`src/rtl/vlsu_axi_txn_limiter.sv`:
```
// Outstanding-transaction limiter for the VLSU AXI master port: caps AR/AW bursts,
// holds W until its AW, and tracks sticky error responses. Optional stall counters: VLSU_TXN_LIMITER_PERF_EN.

package vlsu_axi_txn_limiter_pkg;
    typedef struct packed {
        logic [3:0]  id;
        logic [31:0] addr;
        logic [7:0]  len;
        logic [2:0]  size;
        logic [1:0]  burst;
    } ax_chan_t;

    typedef struct packed {
        logic [63:0] data;
        logic [7:0]  strb;
        logic        last;
    } w_chan_t;

    typedef struct packed {
        logic [3:0] id;
        logic [1:0] resp;
    } b_chan_t;

    typedef struct packed {
        logic [3:0]  id;
        logic [63:0] data;
        logic [1:0]  resp;
        logic        last;
    } r_chan_t;

    typedef struct packed {
        ax_chan_t aw;
        logic     aw_valid;
        w_chan_t  w;
        logic     w_valid;
        logic     b_ready;
        ax_chan_t ar;
        logic     ar_valid;
        logic     r_ready;
    } axi_req_t;

    typedef struct packed {
        logic    aw_ready;
        logic    ar_ready;
        logic    w_ready;
        logic    b_valid;
        b_chan_t b;
        logic    r_valid;
        r_chan_t r;
    } axi_resp_t;
endpackage

module vlsu_axi_txn_limiter_chk (
    input logic clk_i,
    input logic rst_ni,
    input logic rd_underflow_s,
    input logic wr_underflow_s
);
    rd_no_underflow: assert property (@(posedge clk_i) disable iff (!rst_ni) !rd_underflow_s);
    wr_no_underflow: assert property (@(posedge clk_i) disable iff (!rst_ni) !wr_underflow_s);
endmodule

module vlsu_axi_txn_limiter #(
    parameter int unsigned MaxReadTxns  = 8,
    parameter int unsigned MaxWriteTxns = 8,
    parameter type axi_req_t  = vlsu_axi_txn_limiter_pkg::axi_req_t,
    parameter type axi_resp_t = vlsu_axi_txn_limiter_pkg::axi_resp_t
) (
    input  logic      clk_i,
    input  logic      rst_ni,
    input  axi_req_t  slv_req_i,
    output axi_resp_t slv_resp_o,
    output axi_req_t  mst_req_o,
    input  axi_resp_t mst_resp_i,
    input  logic      clear_err_i,
    output logic      rd_idle_o,
    output logic      wr_idle_o,
    output logic      rd_err_o,
`ifdef VLSU_TXN_LIMITER_PERF_EN
    output logic [31:0] ar_stall_cnt_o,
    output logic [31:0] aw_stall_cnt_o,
    output logic        wr_err_o
`else
    output logic        wr_err_o
`endif
);
    localparam int unsigned RdCntW = $clog2(MaxReadTxns + 1);
    localparam int unsigned WrCntW = $clog2(MaxWriteTxns + 1);
    localparam logic [RdCntW-1:0] RdZero = {RdCntW{1'b0}};
    localparam logic [RdCntW-1:0] RdOne  = RdCntW'(32'd1);
    localparam logic [RdCntW-1:0] RdMax  = RdCntW'(MaxReadTxns);
    localparam logic [WrCntW-1:0] WrZero = {WrCntW{1'b0}};
    localparam logic [WrCntW-1:0] WrOne  = WrCntW'(32'd1);
    localparam logic [WrCntW-1:0] WrMax  = WrCntW'(MaxWriteTxns);

    logic [RdCntW-1:0] rd_cnt_r, rd_cnt_s;
    logic [WrCntW-1:0] wr_cnt_r, wr_cnt_s, w_pend_r, w_pend_s;
    logic rd_idle_r, wr_idle_r, rd_err_r, wr_err_r, rd_err_s, wr_err_s;
    logic ar_gate_s, aw_gate_s, w_gate_s;
    logic ar_hs_s, aw_hs_s, w_last_hs_s, r_hs_s, r_last_hs_s, b_hs_s;

    // Gates decode registered counts only, so no valid->ready loop and no retraction of a presented valid
    assign ar_gate_s   = (rd_cnt_r < RdMax);
    assign aw_gate_s   = (wr_cnt_r < WrMax);
    assign ar_hs_s     = slv_req_i.ar_valid & ar_gate_s & mst_resp_i.ar_ready;
    assign aw_hs_s     = slv_req_i.aw_valid & aw_gate_s & mst_resp_i.aw_ready;
    assign w_gate_s    = (w_pend_r != WrZero) | aw_hs_s;
    assign w_last_hs_s = slv_req_i.w_valid & w_gate_s & mst_resp_i.w_ready & slv_req_i.w.last;
    assign r_hs_s      = mst_resp_i.r_valid & slv_req_i.r_ready;
    assign r_last_hs_s = r_hs_s & mst_resp_i.r.last;
    assign b_hs_s      = mst_resp_i.b_valid & slv_req_i.b_ready;

    // Payload pass-through with gated AR/AW/W handshakes
    always_comb begin
        mst_req_o           = slv_req_i;
        mst_req_o.ar_valid  = slv_req_i.ar_valid & ar_gate_s;
        mst_req_o.aw_valid  = slv_req_i.aw_valid & aw_gate_s;
        mst_req_o.w_valid   = slv_req_i.w_valid & w_gate_s;
        slv_resp_o          = mst_resp_i;
        slv_resp_o.ar_ready = mst_resp_i.ar_ready & ar_gate_s;
        slv_resp_o.aw_ready = mst_resp_i.aw_ready & aw_gate_s;
        slv_resp_o.w_ready  = mst_resp_i.w_ready & w_gate_s;
    end

    // Next-state counters (underflow holds at zero) and sticky errors (set beats clear)
    always_comb begin
        rd_cnt_s = rd_cnt_r;
        wr_cnt_s = wr_cnt_r;
        w_pend_s = w_pend_r;
        if (ar_hs_s && !r_last_hs_s) begin
            rd_cnt_s = rd_cnt_r + RdOne;
        end else if (!ar_hs_s && r_last_hs_s && (rd_cnt_r != RdZero)) begin
            rd_cnt_s = rd_cnt_r - RdOne;
        end else begin
            rd_cnt_s = rd_cnt_r;
        end
        if (aw_hs_s && !b_hs_s) begin
            wr_cnt_s = wr_cnt_r + WrOne;
        end else if (!aw_hs_s && b_hs_s && (wr_cnt_r != WrZero)) begin
            wr_cnt_s = wr_cnt_r - WrOne;
        end else begin
            wr_cnt_s = wr_cnt_r;
        end
        if (aw_hs_s && !w_last_hs_s) begin
            w_pend_s = w_pend_r + WrOne;
        end else if (!aw_hs_s && w_last_hs_s && (w_pend_r != WrZero)) begin
            w_pend_s = w_pend_r - WrOne;
        end else begin
            w_pend_s = w_pend_r;
        end
        rd_err_s = (r_hs_s & mst_resp_i.r.resp[1]) | (rd_err_r & ~clear_err_i);
        wr_err_s = (b_hs_s & mst_resp_i.b.resp[1]) | (wr_err_r & ~clear_err_i);
    end

    // Tracking state; idle flags are registered from the next counts
    always_ff @(posedge clk_i or negedge rst_ni) begin
        if (!rst_ni) begin
            rd_cnt_r  <= RdZero;
            wr_cnt_r  <= WrZero;
            w_pend_r  <= WrZero;
            rd_idle_r <= 1'b1;
            wr_idle_r <= 1'b1;
            rd_err_r  <= 1'b0;
            wr_err_r  <= 1'b0;
        end else begin
            rd_cnt_r  <= rd_cnt_s;
            wr_cnt_r  <= wr_cnt_s;
            w_pend_r  <= w_pend_s;
            rd_idle_r <= (rd_cnt_s == RdZero);
            wr_idle_r <= (wr_cnt_s == WrZero) && (w_pend_s == WrZero);
            rd_err_r  <= rd_err_s;
            wr_err_r  <= wr_err_s;
        end
    end

    assign rd_idle_o = rd_idle_r;
    assign wr_idle_o = wr_idle_r;
    assign rd_err_o  = rd_err_r;
    assign wr_err_o  = wr_err_r;

`ifdef VLSU_TXN_LIMITER_PERF_EN
    logic [31:0] ar_stall_r, aw_stall_r;

    // Saturating counts of cycles a request was held off by a full limiter
    always_ff @(posedge clk_i or negedge rst_ni) begin
        if (!rst_ni) begin
            ar_stall_r <= 32'd0;
            aw_stall_r <= 32'd0;
        end else if (clear_err_i) begin
            ar_stall_r <= 32'd0;
            aw_stall_r <= 32'd0;
        end else begin
            if (slv_req_i.ar_valid && !ar_gate_s && (ar_stall_r != 32'hFFFF_FFFF)) begin
                ar_stall_r <= ar_stall_r + 32'd1;
            end else begin
                ar_stall_r <= ar_stall_r;
            end
            if (slv_req_i.aw_valid && !aw_gate_s && (aw_stall_r != 32'hFFFF_FFFF)) begin
                aw_stall_r <= aw_stall_r + 32'd1;
            end else begin
                aw_stall_r <= aw_stall_r;
            end
        end
    end

    assign ar_stall_cnt_o = ar_stall_r;
    assign aw_stall_cnt_o = aw_stall_r;
`else
`endif

    vlsu_axi_txn_limiter_chk u_chk (
        .clk_i          (clk_i),
        .rst_ni         (rst_ni),
        .rd_underflow_s (r_last_hs_s & (rd_cnt_r == RdZero)),
        .wr_underflow_s (b_hs_s & (wr_cnt_r == WrZero))
    );
endmodule

```
`config.mk`:
```
export PLATFORM = sky130hd
export DESIGN_NAME = vlsu_axi_txn_limiter
export DESIGN_NICKNAME = d
export VERILOG_FILES = /design/src/rtl/vlsu_axi_txn_limiter.sv
export SDC_FILE = /design/constraint.sdc
export NUM_CORES = 1
export LEC_CHECK = 0
export BUFFER_PORTS_ARGS = -buffer_cell sky130_fd_sc_hd__buf_2
export CAP_MARGIN = 40
export CORE_AREA = 2 2 205 207
export CTS_BUF_LIST = sky130_fd_sc_hd__clkbuf_2 sky130_fd_sc_hd__clkbuf_4 sky130_fd_sc_hd__clkbuf_8
export CTS_CLUSTER_DIAMETER = 50
export DETAILED_ROUTE_END_ITERATION = 8
export DIE_AREA = 0 0 207 209
export PLACE_DENSITY_LB_ADDON = 0.12
export SKIP_CTS_REPAIR_TIMING = 1
export SYNTH_ARGS = -nofsm -noshare
export SYNTH_HDL_FRONTEND = slang
export SYNTH_HIERARCHICAL = 1
export SYNTH_SLANG_ARGS = --single-unit
export TNS_END_PERCENT = 100
```
`constraint.sdc`:
```
create_clock -name clk_i -period 4 [get_ports clk_i]
set_input_delay 0.2 -clock clk_i [delete_from_list [all_inputs] [get_ports clk_i]]
set_output_delay 0.2 -clock clk_i [all_outputs]
set_load 0.01 [all_outputs]
```
==> metrics.yaml, run 1 <==
place:
  io_buffers: 34
  gp_congestion: 0.6430
  dpl.hpwl_um: 5793
timing:
  setup_tns_ns: 0
  skew_ns: 0.001498
  period_share: 0.5356
  rsz0062_at_grt: "no"
  slew-limit-headroom: 0.6408
  maxSlewViolCount: 0
  fmax_mhz: 466.8
  worst_pin_slew_ns: 0.5377
  timing.hold.ws_ns: 0.1445
  hold_violations: 0
  fin_crit_ns: 2.142
  setup_viol: 0
power:
  vdd_drop_max_uv: 83.08
  cellPowerDensity_mw_per_mm2: 467.4
  p_leak_nw: 0.6515
global_routing:
  grt_use_total: 0.02957
  grt_pass1_wl_um: 9294
  grt_antenna_before_repair: 0
  first_global_vias: 1297
  overflow: 0
  grt_max_degree: 17
synthesis:
  synth.most_common_cell: "buf_4"
  synth_area_leaders: "buf_4 64%, dfrtp_1 12%, ha_1 2.6%, dfstp_2 1.8%, xnor2_1 1.8%"
  synthCells: 362
  synthFlopType: "dfrtp_1"
  synth-edff-count: 0
  synth-seq-cells: 16
  syn_nets: 629
  ys_seq_area_frac: 0.1373
  syn-cell-area_mm2: 0.002935
  synth_common_cells: "252 x buf_4, 14 x dfrtp_1, 11 x inv_1"
  syn_area_per_cell_um2: 8.109
  yosysTopAreaCell: "buf_4"
  synth-warning-count: 6
  synth_top_area_frac: 0.6445
  synth_cell_type_count: 40
  ys_async_sr_fraction: 1.000
setup_path:
  r2r-end: "wr_idle_o"
  critical_path.max_fanout: 5
  arrival_ns: 1.94
  cpPeakStageDelay_ns: 0.48
  path_buf_inv: 2
  cp_data_required_time_ns: 3.80
  rrSetupSlack_ns: 1.89
  crit_chain: "inv_1 > ha_1 > nor3b_1 > nand2_1 > and2_1 > buf_2"
  r2r_start: "wr_cnt_r[1]"
  end_kind: "output port"
  reg2reg_depth: 8
  cp-start-kind: "register"
  crit_family: "simple AND/OR/NAND/NOR gates"
  crit_slowest_cell: "nor3b_1"
  path_class: "reg -> out"
floorplan:
  std_cell_rows: 75
  ios: 523
  die_y_um: 209
  core_mm2: 0.04129
  initial_core_util: 0.07109
  die_x_um: 207
  die-area_mm2: 0.04326
final_layout:
  diodes: 0
  drive_gt1_frac: 0.3265
  fin_nets: 415
  areaGrowthSynthToFinish_pct: -33.97
  nFillCells: 4915
run:
  max_cap_viol_count: 0
detailed_routing:
  drt_iter0_markers: 68
  remaining_drc_errors: 0
  vias: 1241
  drt_wl_total_um: 6823
  wl_per_cell_um: 9.946
  first_pass_iters: 4
  vias_per_cell: 1.809
  drtAntennaViolNets: 0
clocking:
  cts.clk_slew.worst_paths_ns: 0.08
  cts_buffer_depth: 2
  cts_sinks: 16
  clock_latency_ns: 0.27
  numCtsBuffers: 3
  cts_tree: "built"
  cts-root-buf: "clkbuf_8"
  h-tree-depth: 1
run_status:
  status: "completed"
worst_hold_path:
  holdPathEnd: "rd_err_o"
  min-delay-start: "clear_err_i"
  hold_path.class: "in -> reg"
  holdPathStages: 2
## sequential cells by signal, indices dropped and copies added, names as in the netlist
name,count
wr_err_o,1
rd_cnt_r,4
wr_cnt_r,4
rd_idle_o,1
wr_idle_o,1
rd_err_o,1
w_pend_r,4
## layer usage
layer,share of wire,vias up,global-route usage
met5,0,-,0
met4,0.11,0,0.03645
met3,0.19,82,0.02405
met2,0.38,178,0.03655
met1,0.33,513,0.02725
li1,-,468,-
## area by class of cell
class | count | area, um2 | share of cell area
Clock buffer | 4 | 55.05 | 0.02841
Tap cell | 539 | 674.4 | 0.3480
Sequential cell | 16 | 402.9 | 0.2079
Multi-Input combinational cell | 81 | 584.3 | 0.3015
Inverter | 11 | 41.29 | 0.02130
Timing Repair Buffer | 35 | 180.2 | 0.09296
## metrics by stage
| step | cell area (um2) | std cells | util | setup slack, ns | total power, mW |
|---|---|---|---|---|---|
| CTS | 1928 | 685 | 0.04670 | 1.807 | 0.9320 |
| floorplan | 2935 | 362 | - | 2.117 | 0.8638 |
| detailed placement | 1873 | 681 | 0.04536 | 1.860 | 0.7575 |
| global placement | 1873 | 681 | 0.04536 | 1.888 | 0.7768 |
| finish | 1938 | 686 | 0.04694 | 1.858 | 0.9060 |
| global route | 1938 | 686 | 0.04694 | 1.642 | 1.003 |
## worst max path at each step
stage                      from              to  cells after the start
finish              w_pend_r[1]  slv_resp_o[79]                      6
global placement    wr_cnt_r[1]       wr_idle_o                      8
detailed placement  w_pend_r[1]       wr_idle_o                      8
floorplan           wr_cnt_r[0]       wr_idle_o                      8
global route        w_pend_r[1]   mst_req_o[52]                      6
CTS                 w_pend_r[1]  slv_resp_o[79]                      6
## kinds of logic (layout without fill, tap and decap cells)
group           Yosys count  in the layout  synth area share
buf+inv                 265             50            0.6637
flops                    16             16            0.1373
fa+ha+maj                 6              6           0.02557
simple gates             45             45           0.09379
compound gates           24             24           0.06181
xor+xnor                  6              6           0.01790
## power by group
| part | switching (mW) | internal, mW |
|---|---|---|
| Combinational | 0.234 | 0.188 |
| Sequential | 0.0893 | 0.236 |
| Clock | 0.0699 | 0.0878 |
## layout by cell type (no fill, tap or decap), drive strengths merged, types with 6 or more instances in the layout
cell   instances
inv           11
dfrtp         14
nand3          6
nor3           8
ha             6
nor2           7
xnor2          6
o21ai          6
buf           34
Note: power is estimated with default switching activity, not from simulation.
==> inputs of run 2 (changes only) <==
- ABC_AREA: unset -> 1
- CORE_AREA: 2 2 205 207 -> 2 2 201 203
- DIE_AREA: 0 0 207 209 -> 0 0 203 205
- clock period: 4 -> 2.2 ns (I/O delays scaled with it)
==> metrics.yaml, run 2 <==
power:
  p_clk_frac: 0.179  # +0.005
  cellPowerDensity_mw_per_mm2: 788.5  # +69%
  finalPower_mw: 1.635  # +80%
  seq_power_share: 0.320  # -0.039
  vdd_drop_max_uv: 140.8  # +69%
  switchingPower_uw: 763.4  # +94%
  p_leak_nw: 0.8715  # +34%
  internal_power_uw: 871.3  # +70%
  p_sw_frac: 0.4670  # +0.03242
  pwr-share-comb: 0.501  # +0.035
place:
  io_buffers: 34  # unchanged
  placed_area_mm2: 0.002008  # +7.2%
  gp_congestion: 0.6143  # -4.5%
  dpl.hpwl_um: 9688  # +67%
  dp_cells: 724  # +6.3%
setup_path:
  path_depth: 7  # +1
  end_kind: "output port"
  crit_start: "w_pend_r[0]"
  crit_slowest_cell: "dfrtp_1"
  arrival_ns: 1.82  # -0.12 ns
  path_buf_inv: 4  # +2
  r2r-end: "wr_idle_o"
  reg2reg_depth: 12  # +4
  critical_path.max_fanout: 3  # -2
  rrSetupSlack_ns: 0.39  # -1.50 ns
  crit_path_frequent_cell: "inv_1"
  r2r_start: "wr_cnt_r[0]"
  crit_family: "buffers and inverters"
  cp-endpoint: "slv_resp_o[79]"
  path_class: "reg -> out"
  crit_chain: "inv_1 > ha_1 > nand3_1 > inv_1 > a21boi_1 > buf_4 > buf_2"
  cpPeakStageDelay_ns: 0.38  # -0.10 ns
  cp-start-kind: "register"
  cp_data_required_time_ns: 2.09  # -1.71 ns
synthesis:
  syn-cell-area_mm2: 0.003065  # +4.4%
  synth-seq-cells: 16  # unchanged
  synthFlopType: "dfrtp_1"
  syn_nets: 683  # +8.6%
  synth_fa_ha_area_frac: 0.02449  # -0.001086
  synth_xor_area_frac: 0.01673  # -0.001168
  synth_top_family_by_area: "buffers and inverters"
  synth_common_cells: "252 x buf_4, 44 x nand2_1, 38 x inv_1"
  synth-simple-area-share: 0.1318  # +0.03806
  synth.most_common_cell: "buf_4"
  ys_async_sr_fraction: 1.000  # unchanged
  synth_cell_type_count: 24  # -40%
  synth_compound_area_frac: 0.02816  # -0.03364
  synthCells: 416  # +15%
  yosysTopAreaCell: "buf_4"
  synth_top_area_frac: 0.6171  # -0.02736
  synth_area_leaders: "buf_4 62%, dfrtp_1 11%, nand2_1 5.4%, inv_1 4.7%, nand3_1 2.8%"
  syn_area_per_cell_um2: 7.369  # -9.1%
  synth-edff-count: 0  # unchanged
  yosys-mux-area-fraction: 0  # unchanged
  ys_seq_area_frac: 0.1314  # -0.005826
  synth-warning-count: 6  # unchanged
final_layout:
  layout_common_cells: "44 x nand2_1, 38 x inv_1, 34 x buf_2, 17 x nand3_1, 14 x dfrtp_1"
  areaGrowthSynthToFinish_pct: -32.37
  drive_gt1_frac: 0.2549  # -0.07163
  final_core_util: 0.05267  # +0.005726
  diodes: 0  # unchanged
  nFillCells: 4630  # -5.8%
  stdcell_count: 729  # +6.3%
  fin_nets: 472  # +14%
  largest_registers: "rd_cnt_r: 4 flops, w_pend_r: 4 flops, wr_cnt_r: 4 flops"
  final_common_cell: "nand2_1"
  final_area_mm2: 0.002073  # +7.0%
floorplan:
  die_x_um: 203  # -1.9%
  core_mm2: 0.03937  # -4.7%
  die_y_um: 205  # -1.9%
  ios: 523  # unchanged
  initial_core_util: 0.07787  # +0.006778
  die-area_mm2: 0.04162  # -3.8%
  std_cell_rows: 73  # -2.7%
run_status:
  status: "completed"
clocking:
  cts_tree: "built"
  numCtsBuffers: 3  # unchanged
  cts_sinks: 16  # unchanged
  h-tree-depth: 1  # unchanged
  cts.clk_slew.worst_paths_ns: 0.08  # about the same
  cts-root-buf: "clkbuf_8"
  clock_latency_ns: 0.26  # about the same
  cts_buffer_depth: 2  # unchanged
timing:
  rsz0062_at_grt: "no"
  maxSlewViolCount: 0  # unchanged
  setup_viol: 0  # unchanged
  period_share: 0.8785
  skew_ns: 0.0006652  # -0.0008329 ns
  setup_tns_ns: 0  # unchanged
  worst_pin_slew_ns: 0.4990  # -0.03871 ns
  hold_violations: 0  # unchanged
  fin_crit_ns: 1.933
  fmax_mhz: 517.4
  slew-limit-headroom: 0.6673  # +0.02658
worst_hold_path:
  hold_path.class: "in -> reg"
  holdPathStages: 3  # +1
global_routing:
  met1_usage: 0.02604  # -0.001209
  busiest_layer: "met2"
  grt_antenna_before_repair: 0  # unchanged
  grt_use_total: 0.05077  # +0.02120
  overflow: 0  # unchanged
  met2_usage: 0.08464  # +0.04809
  grt_use_met3: 0.05282  # +0.02877
  grt_pass1_wl_um: 13850  # +49%
  first_global_vias: 1592  # +23%
  grt_max_degree: 17  # unchanged
detailed_routing:
  vias_per_cell: 2.089  # +15%
  wl_per_cell_um: 15.12  # +52%
  drt_iter0_markers: 47  # -31%
  remaining_drc_errors: 0  # unchanged
  drt_wl_total_um: 11020  # +62%
  first_pass_iters: 4  # unchanged
  drtAntennaViolNets: 0  # unchanged
  vias: 1523  # +23%
run:
  max_cap_viol_count: 0  # unchanged
## run 2: cell types whose count changed after synthesis, sizes merged, moves of 4 or more
cell   change
and2       -4
inv       +30
xor2       +4
nor2       +7
nor3       -8
nand2     +42
nand3     +13
xnor2      -5
a22oi      -4
nand4      +4
## run 2: cell families (layout without fill, tap and decap cells)
kind of cell               after synthesis  count (layout)
AOI/OAI and AO/OA                       12              12
xor gates and xnor gates                 5               5
adders and majority gates                6               6
buffers and inverters                  293              81
DFF                                     16              16
and+or+nand+nor                         84              84
## run 2: through the flow
| stage | setup WS, ns | hold WS (ns) |
|---|---|---|
| floorplan | 0.7591 | -0.1856 |
| global placement | 0.2947 | 0.1189 |
| detailed placement | 0.3234 | 0.1235 |
| CTS | -0.002554 | -0.1974 |
| global route | 0.1101 | 0.07017 |
| finish | 0.2673 | 0.06848 |
## run 2: power groups by stage
stage / clock [mW] / sequential, mW / combinational [mW]
global route: 0.340 / 0.547 / 0.950
global placement: 0 / 0.540 / 0.867
detailed placement: 0 / 0.531 / 0.832
CTS: 0.331 / 0.525 / 0.841
finish: 0.293 / 0.522 / 0.820
floorplan: 0 / 0.505 / 1.06
## run 2: cell type report
class | count | area, um2 | share of cell area
Inverter | 41 | 153.9 | 0.07423
Clock buffer | 4 | 55.05 | 0.02655
Multi-Input combinational cell | 107 | 616.8 | 0.2975
Tap cell | 525 | 656.9 | 0.3168
Timing Repair Buffer | 36 | 187.7 | 0.09052
Sequential cell | 16 | 402.9 | 0.1943
## run 2: metal layers
metal | vias to the layer above | wire [um]
met2 | 217 | 5059
met4 | 2 | 1266
met3 | 104 | 2561
met5 | - | 35
li1 | 583 | -
met1 | 617 | 2098
## run 2: worst min-delay path: stages
cell and delay [ns]:
buf_2 0.08, nand2_1 0.05, o21ai_0 0.06
## run 2: worst min-delay path by stage
stage | startpoint | endpoint
final | mst_resp_i[73] | wr_err_o
after global routing | mst_resp_i[73] | wr_err_o
after CTS | rst_ni | rd_cnt_r[1]
after detailed placement | rst_ni | rd_cnt_r[1]
after global placement | rst_ni | rd_cnt_r[1]
after floorplan | rst_ni | rd_cnt_r[0]
